[src/rtl/serial_pkg.sv]
// Shared serial-link definitions used by the UART receiver, the loader and the benches.
package serial_pkg;

    localparam int SERIAL_DATA_BITS = 8;
    localparam logic [7:0] SERIAL_ACK_BYTE = 8'd69;

    typedef enum logic [2:0] {
        IDLE  = 3'd0,
        START = 3'd1,
        DATA  = 3'd2,
        STOP  = 3'd3,
        BREAK = 3'd4
    } rx_state_t;

    function automatic logic majority3(input logic a, input logic b, input logic c);
        return (a & b) | (a & c) | (b & c);
    endfunction

endpackage

[src/rtl/sync_ff.sv]
// N-stage flip-flop synchronizer for a single asynchronous input, with a selectable reset level.
module sync_ff #(
    parameter int   STAGES    = 2,
    parameter logic RESET_VAL = 1'b0
) (
    input  logic clk,
    input  logic rst,
    input  logic d,
    output logic q
);

    logic [STAGES-1:0] sync_q;
    logic [STAGES-1:0] sync_d;

    assign sync_d[0] = d;
    for (genvar gi = 1; gi < STAGES; gi++) begin : g_chain
        assign sync_d[gi] = sync_q[gi-1];
    end

    always_ff @(posedge clk or posedge rst) begin
        if (rst) begin
            sync_q <= {STAGES{RESET_VAL}};
        end else begin
            sync_q <= sync_d;
        end
    end

    assign q = sync_q[STAGES-1];

endmodule

[src/rtl/serial_rx.sv]
// 8N1 UART receiver: majority-voted mid-bit sampling, one-cycle done/framing-error strobes.
module serial_rx
    import serial_pkg::*;
#(
    parameter int CLKS_PER_BIT = 434,
    parameter int SYNC_STAGES  = 2
) (
    input  logic       clk,
    input  logic       rst,
    input  logic       rx,
    output logic [7:0] rx_data,
    output logic       rx_cplt,
    output logic       rx_error,
    output logic       rx_busy
);

    localparam int CNT_W = $clog2(CLKS_PER_BIT);
    localparam int HALF  = CLKS_PER_BIT / 2;
    localparam logic [CNT_W-1:0] CNT_LAST = CNT_W'(CLKS_PER_BIT - 1);
    localparam logic [CNT_W-1:0] CNT_HM1  = CNT_W'(HALF - 1);
    localparam logic [CNT_W-1:0] CNT_HALF = CNT_W'(HALF);
    localparam logic [CNT_W-1:0] CNT_HP1  = CNT_W'(HALF + 1);

    logic rx_s;

    sync_ff #(
        .STAGES    (SYNC_STAGES),
        .RESET_VAL (1'b1)
    ) u_sync (
        .clk (clk),
        .rst (rst),
        .d   (rx),
        .q   (rx_s)
    );

    rx_state_t                       state_q, state_d;
    logic [CNT_W-1:0]                bit_cnt_q, bit_cnt_d;
    logic [2:0]                      bit_idx_q, bit_idx_d;
    logic [SERIAL_DATA_BITS-1:0]     shift_q, shift_d;
    logic [1:0]                      samp_q, samp_d;
    logic [SERIAL_DATA_BITS-1:0]     rx_data_q, rx_data_d;
    logic                            rx_cplt_q, rx_cplt_d;
    logic                            rx_error_q, rx_error_d;
    logic                            rx_busy_q, rx_busy_d;
    logic                            vote;
    logic                            sample_now;

    // The first two samples are latched; the third is the live rx_s at HALF+1.
    assign vote       = majority3(samp_q[0], samp_q[1], rx_s);
    assign sample_now = (bit_cnt_q == CNT_HP1);

    always_comb begin
        state_d    = state_q;
        bit_idx_d  = bit_idx_q;
        shift_d    = shift_q;
        samp_d     = samp_q;
        rx_data_d  = rx_data_q;
        rx_cplt_d  = 1'b0;
        rx_error_d = 1'b0;
        rx_busy_d  = rx_busy_q;
        bit_cnt_d  = (bit_cnt_q == CNT_LAST) ? '0 : bit_cnt_q + 1'b1;

        if (bit_cnt_q == CNT_HM1) begin
            samp_d[0] = rx_s;
        end
        if (bit_cnt_q == CNT_HALF) begin
            samp_d[1] = rx_s;
        end

        case (state_q)
            IDLE: begin
                bit_cnt_d = '0;
                rx_busy_d = 1'b0;
                if (!rx_s) begin
                    state_d   = START;
                    rx_busy_d = 1'b1;
                end
            end
            START: begin
                if (sample_now) begin
                    if (!vote) begin
                        state_d   = DATA;
                        bit_idx_d = 3'd0;
                    end else begin
                        state_d   = IDLE;
                        rx_busy_d = 1'b0;
                    end
                end
            end
            DATA: begin
                if (sample_now) begin
                    shift_d = {vote, shift_q[SERIAL_DATA_BITS-1:1]};
                    if (bit_idx_q == 3'd7) begin
                        state_d = STOP;
                    end else begin
                        bit_idx_d = bit_idx_q + 3'd1;
                    end
                end
            end
            STOP: begin
                if (sample_now) begin
                    if (vote) begin
                        rx_data_d = shift_q;
                        rx_cplt_d = 1'b1;
                        state_d   = IDLE;
                        rx_busy_d = 1'b0;
                    end else begin
                        rx_error_d = 1'b1;
                        state_d    = BREAK;
                    end
                end
            end
            BREAK: begin
                // Hold off until the line is released so a break is not seen as a start bit.
                if (rx_s) begin
                    state_d   = IDLE;
                    rx_busy_d = 1'b0;
                end
            end
            default: begin
                state_d   = IDLE;
                rx_busy_d = 1'b0;
            end
        endcase
    end

    always_ff @(posedge clk or posedge rst) begin
        if (rst) begin
            state_q    <= IDLE;
            bit_cnt_q  <= '0;
            bit_idx_q  <= 3'd0;
            shift_q    <= '0;
            samp_q     <= 2'b11;
            rx_data_q  <= 8'h00;
            rx_cplt_q  <= 1'b0;
            rx_error_q <= 1'b0;
            rx_busy_q  <= 1'b0;
        end else begin
            state_q    <= state_d;
            bit_cnt_q  <= bit_cnt_d;
            bit_idx_q  <= bit_idx_d;
            shift_q    <= shift_d;
            samp_q     <= samp_d;
            rx_data_q  <= rx_data_d;
            rx_cplt_q  <= rx_cplt_d;
            rx_error_q <= rx_error_d;
            rx_busy_q  <= rx_busy_d;
        end
    end

    assign rx_data  = rx_data_q;
    assign rx_cplt  = rx_cplt_q;
    assign rx_error = rx_error_q;
    assign rx_busy  = rx_busy_q;

endmodule
[config.mk]
export PLATFORM = sky130hd
export DESIGN_NAME = serial_rx
export DESIGN_NICKNAME = d
export VERILOG_FILES = /design/src/rtl/serial_pkg.sv /design/src/rtl/sync_ff.sv /design/src/rtl/serial_rx.sv
export SDC_FILE = /design/constraint.sdc
export NUM_CORES = 1
export LEC_CHECK = 0
export CORE_MARGIN = 2
export CORE_UTILIZATION = 40
export CTS_CLUSTER_DIAMETER = 60
export DETAILED_ROUTE_END_ITERATION = 16
export PLACE_DENSITY = 0.59
export SETUP_SLACK_MARGIN = 0.4
export SLEW_MARGIN = 10
export SYNTH_ARGS = -nofsm -noshare
export SYNTH_HDL_FRONTEND = slang
export SYNTH_SLANG_ARGS = --single-unit
[constraint.sdc]
create_clock -name clk -period 5.9 [get_ports clk]
set_clock_uncertainty 0.05 [all_clocks]
set_input_delay 1.18 -clock clk [delete_from_list [all_inputs] [get_ports clk]]
set_output_delay 1.18 -clock clk [all_outputs]
set_load 0.01 [all_outputs]
==> out/results.txt <==
outcome: finished, final reports clean
top-area cell type share of the netlist area: 48.2%
share of power burned in registers: 53.5%
total global routing overflow: 0
Post-DP HPWL: 2110 um
top_reg_cell synth: dfrtp_1
largest area contributor in the netlist: dfrtp_1
Starting DRT DRC Count: 50
largest net degree at the start of global routing: 39
clock power share: 44.9%
Largest stage delay, worst path: 0.55 ns
Gate power share: 1.5%
Synth async-reset ratio: 100%
WP data required: 4.67 ns
slowest cell on the critical path: clkdlybuf4s50_1
H-tree depth: 2
Setup Buffers After CTS: 0
vias in the first global route: 1155
CP Capture Type: output port
Final GP Congestion: 0.847
Synth Instances: 147
Clk pin slew, worst setup/hold paths: 0.07 ns
Synth Area per Inst: 12.0 um2
CP Data Arrival Time: 1.24 ns
routed length per instance: 13.6 um
final hold viol count: 0
VDD IR max: 0.131 mV
I/O pins: 14
drt via density: 5.15
CTS tree: yes
PD cells: 238 mW/mm2
Top Usage Layer GRT: met2
Final Max Tran Viols: 0
clock sink total: 38
GRT Util Overall: 13.9%
first-pass GRT wire length: 5330 um
cts hold-fix bufs: 0
met2 GRT Util: 21.3%
Tmin final: 2.47 ns
# DRC: 0
routing usage on met3: 4.33%
area added between synthesis and finish: 16.3%
Pleak: 0.000943 uW
effective utilization at floorplan: 41.1%
worst min path class: reg2reg
cts bufs inserted: 5
initial antenna violation count: 0
port bufs: 13
GR Util met1: 17.5%
switching pwr: 100 uW
Netlist cell types: 37
max_slew headroom: 67.5%
placed insts: 208
Synth Register Bits: 38
CP Class: reg2out
area of the mapped netlist: 0.00177 mm2
crit path launch type: register
final setup TNS: 0 ns
Die Y: 70.5 um
Final Instance Count excl. Fillers: 216
RSZ-0062 raised after global routing: no
Synth area leaders: dfrtp_1, mux2_4, mux2_2, dfstp_2, ha_1
Antenna Nets Post-Route: 0
Post-synth EDFFs: 0
Die ar.: 0.00496 mm2
f_max: 0.405 GHz
commonest cells in the netlist: dfrtp_1, nor2_1, mux2_2
yosys warns: 0
final setup fails: 0
Pre-antenna DRT Iters: 4
Seq/Total Area, Yosys: 54.1%
top-count cell post-synth: dfrtp_1
PostCTS Resize Cnt: 0
fin crit share: 41.9%
CP max FO: 4
worst path cell trace: clkdlybuf4s50_1
Pint: 389 uW
Clock Path Buffers: 2
Total Routed Length: 2930 um
Syn Nets: 156
FP Rows: 24
latest clock arrival within the worst-skew pair: 0.29 ns
Die X: 70.5 um
diodes inserted: 0
layout cells sized above 1: 22.0%
Root Driver: clkbuf_8
Core ar.: 0.00429 mm2
vias: 1113
switching part of the total: 20.5%
WP buf/inv: 1
CP delay by family, top: buffers and inverters
Layout Nets: 172
Worst-Margin Slew: 0.487 ns
Max Cap Violations: 0
fin util: 47.8%
flip-flops by register name, summed over array words and instances (netlist names):
register       cells
rx_cplt            1
samp_q             2
rx_data            8
bit_idx_q          3
shift_q            8
u_sync.sync_q      2
state_q            3
bit_cnt_q          9
rx_error           1
rx_busy            1
cells in the final DEF, fill, tap and decap left out:
cell type         n
clkbuf_8          5
a22o_1            2
nor2_1           11
and2_1            2
or4b_2            1
bufinv_16         1
xnor2_1           2
or3_1             5
buf_4             1
clkinvlp_4        2
nand4_2           1
maj3_1            1
nand3_2           1
nor3_1            5
xor2_1            2
and3_1            1
or2_1             1
o2111ai_1         1
o21ai_0           5
mux2_4            8
clkdlybuf4s50_1  13
nor3b_1           1
inv_1             7
dfrtp_1          34
and4_1            1
nor2b_1           1
nand2_1           8
nand4_1           2
nor4b_4           1
nand3_1           5
o211a_1           1
ha_1              6
o22a_1            1
mux2_2           10
dfstp_2           4
o21ai_2           1
a41o_1            1
a21oi_1           9
per-stage QoR:
step / hold WS [ns] / setup slack, ns / instance area, um2 / power, uW
finish: 0.310 / 3.43 / 2050 / 489
global route: 0.315 / 3.37 / 2050 / 514
CTS: 0.311 / 3.43 / 2050 / 497
detailed placement: 0.297 / 3.76 / 1940 / 275
global placement: 0.297 / 3.77 / 1940 / 275
floorplan: 0.295 / 3.82 / 1770 / 272
logic make-up (layout without fill, tap and decap cells):
logic type	after synthesis	count (layout)	share of synthesized area, %
compound gates	21	21	7.58
mux	18	18	13.2
xor+xnor	4	4	1.98
buf+inv	12	29	3.12
fa+ha+maj	7	7	4.82
flops	38	38	54.1
simple gates	47	47	15.2
worst paths after layout:
kind | depth (start not counted) | endpoint | slack, ns | start
min reg2reg | 0 | u_sync.sync_q[1]$_DFF_PP1_ | 0.31 | u_sync.sync_q[0]$_DFF_PP1_
min in group asynchronous | 3 | rx_data[2]$_DFFE_PP0P_ | 1.24 | rst
min | 0 | u_sync.sync_q[1]$_DFF_PP1_ | 0.31 | u_sync.sync_q[0]$_DFF_PP1_
max reg2reg | 6 | rx_data[2]$_DFFE_PP0P_ | 3.82 | bit_cnt_q[0]$_DFF_PP0_
max | 1 | rx_busy | 3.43 | rx_busy$_DFFE_PP0P_
max in group asynchronous | 3 | u_sync.sync_q[1]$_DFF_PP1_ | 4.20 | rst
routing by layer:
layer  routed length, um  vias to the layer above
met2                1390                       18
met1                1390                      539
met3                  98                        7
met4                  65                        0
li1                    -                      549
met5                   0                        -
power by group through the flow:
stage                     clock network [uW]  logic (uW)  registers, uW
after floorplan                            0        4.57            267
after global placement                     0        7.67            267
after detailed placement                   0        7.96            267
after CTS                                227        8.06            262
after global routing                     243        8.99            262
final                                    220        7.49            262
area by class of cell:
cell class,count,area (um2)
Timing Repair Buffer,14,138
Clock buffer,5,68.8
Multi-Input combinational cell,97,756
Clock inverter,3,45.0
Tap cell,52,65.1
Sequential cell,38,956
Fill cell,376,2240
Inverter,7,26.3
(Power assumes the default switching activity.)
